[config.mk]
export PLATFORM = sky130hd
export DESIGN_NAME = frame_mux_rr
export DESIGN_NICKNAME = d
export VERILOG_FILES = /design/src/rtl/frame_mux_pkg.sv /design/src/rtl/frame_mux_rr_arbiter.sv /design/src/rtl/frame_mux_rr.sv
export SDC_FILE = /design/constraint.sdc
export NUM_CORES = 1
export LEC_CHECK = 0
export CORE_ASPECT_RATIO = 1.25
export CORE_MARGIN = 5
export CORE_UTILIZATION = 30
export DETAILED_ROUTE_END_ITERATION = 6
export GPL_TIMING_DRIVEN = 0
export PLACE_DENSITY_LB_ADDON = 0.3
export SLEW_MARGIN = 20
export SYNTH_ARGS = -nofsm -noshare
export SYNTH_HDL_FRONTEND = slang
export SYNTH_SLANG_ARGS = --single-unit
[constraint.sdc]
create_clock -name clk -period 1.6 [get_ports clk]
set_input_delay 0.32 -clock clk [delete_from_list [all_inputs] [get_ports clk]]
set_output_delay 0.32 -clock clk [all_outputs]
set_load 0.02 [all_outputs]
[src/rtl/frame_mux_pkg.sv]
// frame_mux_pkg: shared FSM state type and round-robin pick helper for frame_mux_rr
package frame_mux_pkg;
  typedef enum logic {IDLE, LOCK} frm_state_t;
  localparam int MAX_CH = 16;
  function automatic logic [3:0] rr_pick(input logic [MAX_CH-1:0] req, input logic [3:0] last, input int n);
    logic [3:0] idx;
    rr_pick = last;
    for (int k = n; k >= 1; k--) begin
      idx = 4'((int'(last) + k) % n);
      if (req[idx]) rr_pick = idx;
    end
  endfunction
endpackage

[src/rtl/frame_mux_rr_arbiter.sv]
// rr_arbiter: combinational round-robin pick of the first requester after last_gnt
module rr_arbiter
  import frame_mux_pkg::*;
#(
  parameter int NUM_CH = 4,
  parameter int CH_W = 2
) (
  input  logic [NUM_CH-1:0] req,
  input  logic [CH_W-1:0]   last_gnt,
  output logic [CH_W-1:0]   gnt,
  output logic              any_req
);
  assign gnt = CH_W'(rr_pick(MAX_CH'(req), 4'(last_gnt), NUM_CH));
  assign any_req = |req;
endmodule

[src/rtl/frame_mux_rr.sv]
// frame_mux_rr: round-robin framed stream mux with frame-long grant lock and registered output
module frame_mux_rr
  import frame_mux_pkg::*;
#(
  parameter int NUM_CH = 4,
  parameter int DATA_W = 8,
  localparam int CH_W = NUM_CH > 1 ? $clog2(NUM_CH) : 1
) (
  input  logic                     clk,
  input  logic                     rst,
  input  logic [NUM_CH*DATA_W-1:0] in_data,
  input  logic [NUM_CH-1:0]        in_valid,
  input  logic [NUM_CH-1:0]        in_last,
  output logic [NUM_CH-1:0]        in_ready,
  output logic [DATA_W-1:0]        out_data,
  output logic                     out_valid,
  output logic                     out_last,
  output logic [CH_W-1:0]          out_ch,
  input  logic                     out_ready,
  output logic                     busy
);
  frm_state_t state, state_n;
  logic [CH_W-1:0] gnt, last_gnt, arb_gnt;
  logic any_req, take, load;
  rr_arbiter #(.NUM_CH(NUM_CH), .CH_W(CH_W)) u_arb (
    .req(in_valid),
    .last_gnt(last_gnt),
    .gnt(arb_gnt),
    .any_req(any_req)
  );
  assign take = state == LOCK && (!out_valid || out_ready);
  assign load = take && in_valid[gnt];
  assign in_ready = take ? NUM_CH'(1) << gnt : '0;
  assign busy = state == LOCK;
  always_comb begin
    state_n = state;
    state_n = state == IDLE ? (any_req ? LOCK : IDLE) : (load && in_last[gnt] ? IDLE : LOCK);
  end
  always_ff @(posedge clk) begin
    if (rst) begin
      state     <= IDLE;
      gnt       <= '0;
      last_gnt  <= CH_W'(NUM_CH - 1);
      out_valid <= 1'b0;
      out_data  <= '0;
      out_last  <= 1'b0;
      out_ch    <= '0;
    end else begin
      state <= state_n;
      if (state == IDLE && any_req) gnt <= arb_gnt;
      if (load && in_last[gnt]) last_gnt <= gnt;
      if (load) begin
        out_valid <= 1'b1;
        out_data  <= in_data[gnt*DATA_W +: DATA_W];
        out_last  <= in_last[gnt];
        out_ch    <= gnt;
      end else if (out_ready) begin
        out_valid <= 1'b0;
      end
    end
  end
endmodule

======== Word level (Yosys, flattened, before mapping) ========
Index checks and enable logic that the tools add are counted.
W data, S select, Z words.
operators by class
  muxes and demuxes ....................... 22
  order comparisons ....................... 5
  bitwise gates (word level) .............. 5
  shift operators ......................... 2
  reductions and logical operators ........ 12
  add/sub/neg operators ................... 4
operator list
  cell                   number
  $shiftx A32 B6 Y8      1
  $lt A4 B5 Y1 const B   4
  $bmux W1 S3            4
  $mux W1                11
  $mux W2                4
  $reduce_or A2 Y1       4
  $add A2 B1 Y2 const B  2
  $add A2 B2 Y2 const B  2
  $and A1 B1 Y1 const A  4
  $bmux W1 S2            2
  $logic_and A1 B1 Y1    4
  $mux W4                1
  $reduce_or A4 Y1       1
  $shl A1 B2 Y4 const A  1
  $lt A2 B3 Y1 const B   1
  $reduce_bool A2 Y1     1
  $logic_not A1 Y1       1
  $logic_or A1 B1 Y1     1
  $not A1 Y1             1
word-level totals
  logic and storage cells ................. 57
  register bits after elaboration ......... 17
  bits of input ports ..................... 43
  output and inout port bits .............. 17

======== Longest topological paths before layout ========
  depth in word-level cells ............... 9
  mapped depth ............................ 6
  gate-level depth less buffers ........... 4

======== Hierarchy ========
Synthesis repeated with hierarchy kept, for this count alone.
second synthesis, totals
  cells, all modules ...................... 124
  area, all modules ....................... 1,142.3 um^2
by module, submodules not included
  module        times used  sequential area each (um^2)  cells an instance  area each (um^2)
  frame_mux_rr  1           340.3                        110                1,069.8
  rr_arbiter    1           0.0                          14                 72.6

======== Worst setup path before layout ========
OpenSTA, ideal clock, no wires.
  kind .................................... register -> output
  from .................................... reg state, in the netlist busy
  to ...................................... out in_ready[0]
  slack ................................... 0.011 ns
  data arrival time ....................... 1.269 ns
  cell stages (with the launch flop) ...... 4
  path buffers ............................ 1
  required time ........................... 1.280 ns
  path through ............................ dfxtp_1 clkbuf_1 nand2_1 nor3_1
on the way
  word-level cells in the longest chain between the ends .. 2
ends and longest elaborated chain
  element                 RTL line            source
  from (decl)             frame_mux_rr.sv:22  frm_state_t state, state_n;
  from (signal assigned)  frame_mux_rr.sv:49  state <= state_n;
  $logic_and A1 B1 Y1     frame_mux_rr.sv:31  assign take = state == LOCK && (!out_valid || out_ready);
  $mux W4                 frame_mux_rr.sv:33  assign in_ready = take ? NUM_CH'(1) << gnt : '0;
  to (decl)               frame_mux_rr.sv:14  output logic [NUM_CH-1:0] in_ready,
Every way passes these cells.

======== Final worst setup path ========
  from .................................... reg gnt[1]
  to ...................................... reg out_data[1]
on the way
  word-level cells in the longest chain between the ends .. 3
  elaborated cells between the ends (all ways) .. 4
  those cells by class .................... shift (1); mux (2); reduce/logical (1)
ends and longest elaborated chain
  element                                                    RTL line            source
  from (decl)                                                frame_mux_rr.sv:23  logic [CH_W-1:0] gnt, last_gnt, arb_gnt;
  from (signal assigned)                                     frame_mux_rr.sv:50  if (state == IDLE && any_req) gnt <= arb_gnt;
  branches (longest 3 deep; another with $shiftx A32 B6 Y8)  --
  to (signal assigned)                                       frame_mux_rr.sv:54  out_data <= in_data[gnt*DATA_W +: DATA_W];
  to (decl)                                                  frame_mux_rr.sv:15  output logic [DATA_W-1:0] out_data,
Parallel ways; which one is timed is not known. The select of a mux whose other input is x is not followed.
A chain may end at the register's enable or synchronous reset.

==> impl_metrics.py <==
metrics = {
    "outcome": {
        "status": "finished with violations",
        "violations": "setup timing",
    },
    "timing": {
        "finalSetupViolations": 3,
        "rsz0062_at_grt": "yes",
        "finClkSkew_ps": 5.48,
        "period_share_pct": 102,
        "fmax_mhz": 613,
        "worst_slack_ps": -32.2,
        "min_period_ps": 1630,
        "slew_viol_final": 0,
        "tightest_slew_ps": 407,
        "timing.final.hold_violations": 0,
        "slew_headroom_pct": 72.2,
        "whs_ps": 419,
    },
    "routing": {
        "first_iter_violations": 12,
        "viasPerCell": 4.91,
        "antenna_left": 0,
        "wl_per_cell_um": 15.3,
        "drt_wl_total_um": 3180,
        "drc": 0,
        "vias": 1021,
        "firstDrtPassIters": 4,
    },
    "setup_path": {
        "cpPeakStageDelay_ps": 570,
        "cp_max_fo": 5,
        "arrival_ps": 1750,
        "reg2reg_slack_ps": -30,
        "r2r-start": "gnt[1]",
        "crit_start": "gnt[1]",
        "crit_chain": "mux4_2 > nand3_4 > buf_12 > mux2i_1 > nor2_1",
        "rr_endpoint": "out_data[1]",
        "critPathKind": "flop to flop",
        "critPathCaptureType": "flop",
        "critPathSlowestCell": "mux4_2",
        "critPathTopFamily": "multiplexers",
        "startpoint_type": "flop",
        "r2r_cells": 5,
        "required_ps": 1720,
        "worstPathBufferInverterCount": 1,
    },
    "floorplanning": {
        "io_pins": 60,
        "rows": 23,
        "core_sq_mm": 0.00325,
        "die_w_um": 62.1,
        "die_area_sq_mm": 0.00467,
        "initial_utilization_pct": 31.3,
        "die_h_um": 75.1,
    },
    "pwr": {
        "power_mw": 1.36,
        "power.density_mw_per_mm2": 736,
        "leakage_nw": 0.767,
        "ir_drop_mv": 0.543,
    },
    "clock_tree": {
        "postCtsHoldBufs": 0,
        "clk_path_buf_depth": 2,
        "cts_root_buf": "clkbuf_8",
        "numCtsBuffers": 3,
        "cts_tree": "yes",
        "path_clk_slew_ps": 70,
        "ctsHtreeMaxLevel": 1,
        "clock-sinks": 17,
        "insertion_delay_ps": 250,
    },
    "final_layout": {
        "syn_to_final_growth_pct": 81.2,
        "fillerInstances": 312,
        "nets": 215,
        "stdcell_count": 208,
        "drive_gt1_share_pct": 27.5,
        "n_antenna_cell": 0,
        "final_core_util_pct": 56.8,
    },
    "run": {
        "max_cap_viol_count": 0,
    },
    "placed_design": {
        "post-place-cells": 193,
        "post-place-ws_ps": -676,
        "place.gp.congestion": 0.878,
        "dp_hpwl_um": 2480,
        "port_buffers": 58,
    },
    "grt": {
        "use_met3_pct": 2.84,
        "busiest_layer": "met2",
        "grt_usage_pct": 13.4,
        "grt_pass1_vias": 1076,
        "grt_use_met2_pct": 26.7,
        "antenna_found_initial": 0,
        "grt_pass1_wl_um": 4980,
        "grt_use_met1_pct": 13.5,
        "overflow": 0,
        "grt_max_degree": 11,
    },
    "logic_synthesis": {
        "yosys_warnings": 0,
        "yosys.area_share.simple_pct": 16.6,
        "synth.avg_cell_area_sq_um": 10.4,
        "synth_fa_ha_area_share_pct": 0,
        "ys_seq_area_share_pct": 33.4,
        "synth_compound_area_share_pct": 8.48,
        "synth_fp_nets": 141,
        "syn_inst": 98,
        "synth.area.mux_share_pct": 34.2,
        "yosys.area_share.xor_xnor_pct": 0,
        "ys_ff_latch": 17,
        "synth.distinct_cells": 26,
        "synth_top_family_by_area": "multiplexers",
        "synth_area_sq_mm": 0.00102,
    },
    "min_path": {
        "whs_endpoint": "out_data[7]",
        "hp-class": "input pin to flop",
        "min_from": "rst",
        "hold_depth": 2,
    },
}
-- per-layer routing --
metal / part of all wire, % / wire, um
met5: 0 / 0
met4: 1.2 / 38
met3: 4.1 / 129
met2: 58 / 1840
met1: 37 / 1170
-- synth_stat cells, drive strengths merged --
master	n	area, sq um
a211o	2	17.5
nor3b	2	15.0
nor2	20	75.1
inv	2	7.51
buf	6	56.3
nor3	3	15.0
a2111oi	1	8.76
nand3	3	20.0
clkbuf	3	11.3
mux4	10	225
a21oi	6	30.0
nand2	3	11.3
nand2b	1	6.26
mux2	2	22.5
a31oi	1	6.26
a211oi	2	15.0
nand4	1	12.5
nor2b	1	6.26
or2b	1	7.51
dfxtp	17	340
a2bb2oi	1	8.76
mux2i	10	100
-- worst reg2reg max path, delay by kind of cell (launching register included) --
family	cells	cell delay (ps)
mux	2	780
flops	1	380
simple gates	2	220
buf+inv	1	130
-- cell type report --
cell class	instances	area, sq um	area share (%)
tap	37	46.3	2.51
buffer	8	76.3	4.14
inverter	2	7.51	0.407
timing repair buffer	70	673	36.5
clock buffer	4	45.0	2.44
sequential	17	345	18.7
multi-input combinational	70	652	35.3
-- sequential cells by signal (all words and copies together), names as in the netlist --
register	count
out_valid	1
last_gnt	2
out_ch	2
gnt	2
out_last	1
out_data	8
busy	1
-- how the worst max path moves through the flow --
stage	depth (start not counted)	endpoint
after global placement	5	in_ready[2]
after floorplan	3	in_ready[0]
after CTS	5	last_gnt[0]
after global routing	5	out_data[1]
final	5	out_data[1]
after detailed placement	5	in_ready[2]
-- per-stage QoR --
stage	area (sq um)	setup TNS (ps)
floorplan	1020	0
global placement	1650	-7220
detailed placement	1650	-8000
CTS	1750	-109
global route	1850	-644
finish	1850	-51.3
-- logic make-up after synthesis --
| group | count (synthesis) |
|---|---|
| DFF | 17 |
| buffers and inverters | 11 |
| AOI/OAI and AO/OA | 13 |
| muxes | 22 |
| and+or+nand+nor | 35 |
-- report_power, final --
group,switching [mW],internal (mW),leakage (nW)
Clock,0.136,0.176,0.0228
Combinational,0.227,0.336,0.604
Sequential,0.0224,0.461,0.140
-- cell usage in the layout, fill, tap and decap left out, drive strengths merged --
cell type	synthesis	final
clkdlybuf4s50	0	48
nor2	20	20
buf	6	20
dfxtp	17	17
mux4	10	10
mux2i	10	10
clkbuf	3	8
a21oi	6	6
dlygate4sd2	0	5
nor3	3	3
nand2	3	3
nand3	3	3
inv	2	2
nor3b	2	2
a211oi	2	2
a211o	2	2
mux2	2	2
or2b	1	1
nand4	1	1
nor2b	1	1
a2111oi	1	1
a31oi	1	1
a2bb2oi	1	1
nand2b	1	1
dlymetal6s2s	0	1
-- timing repair --
action / in CTS / in global routing
gates resized for setup: 37 / 11
pin swaps: 2 / 4
buffers inserted: 5 / 6
setup endpoints to repair: 16 / 16
cloned: 0 / 1
No activity file was read; power rests on OpenSTA's default activity.
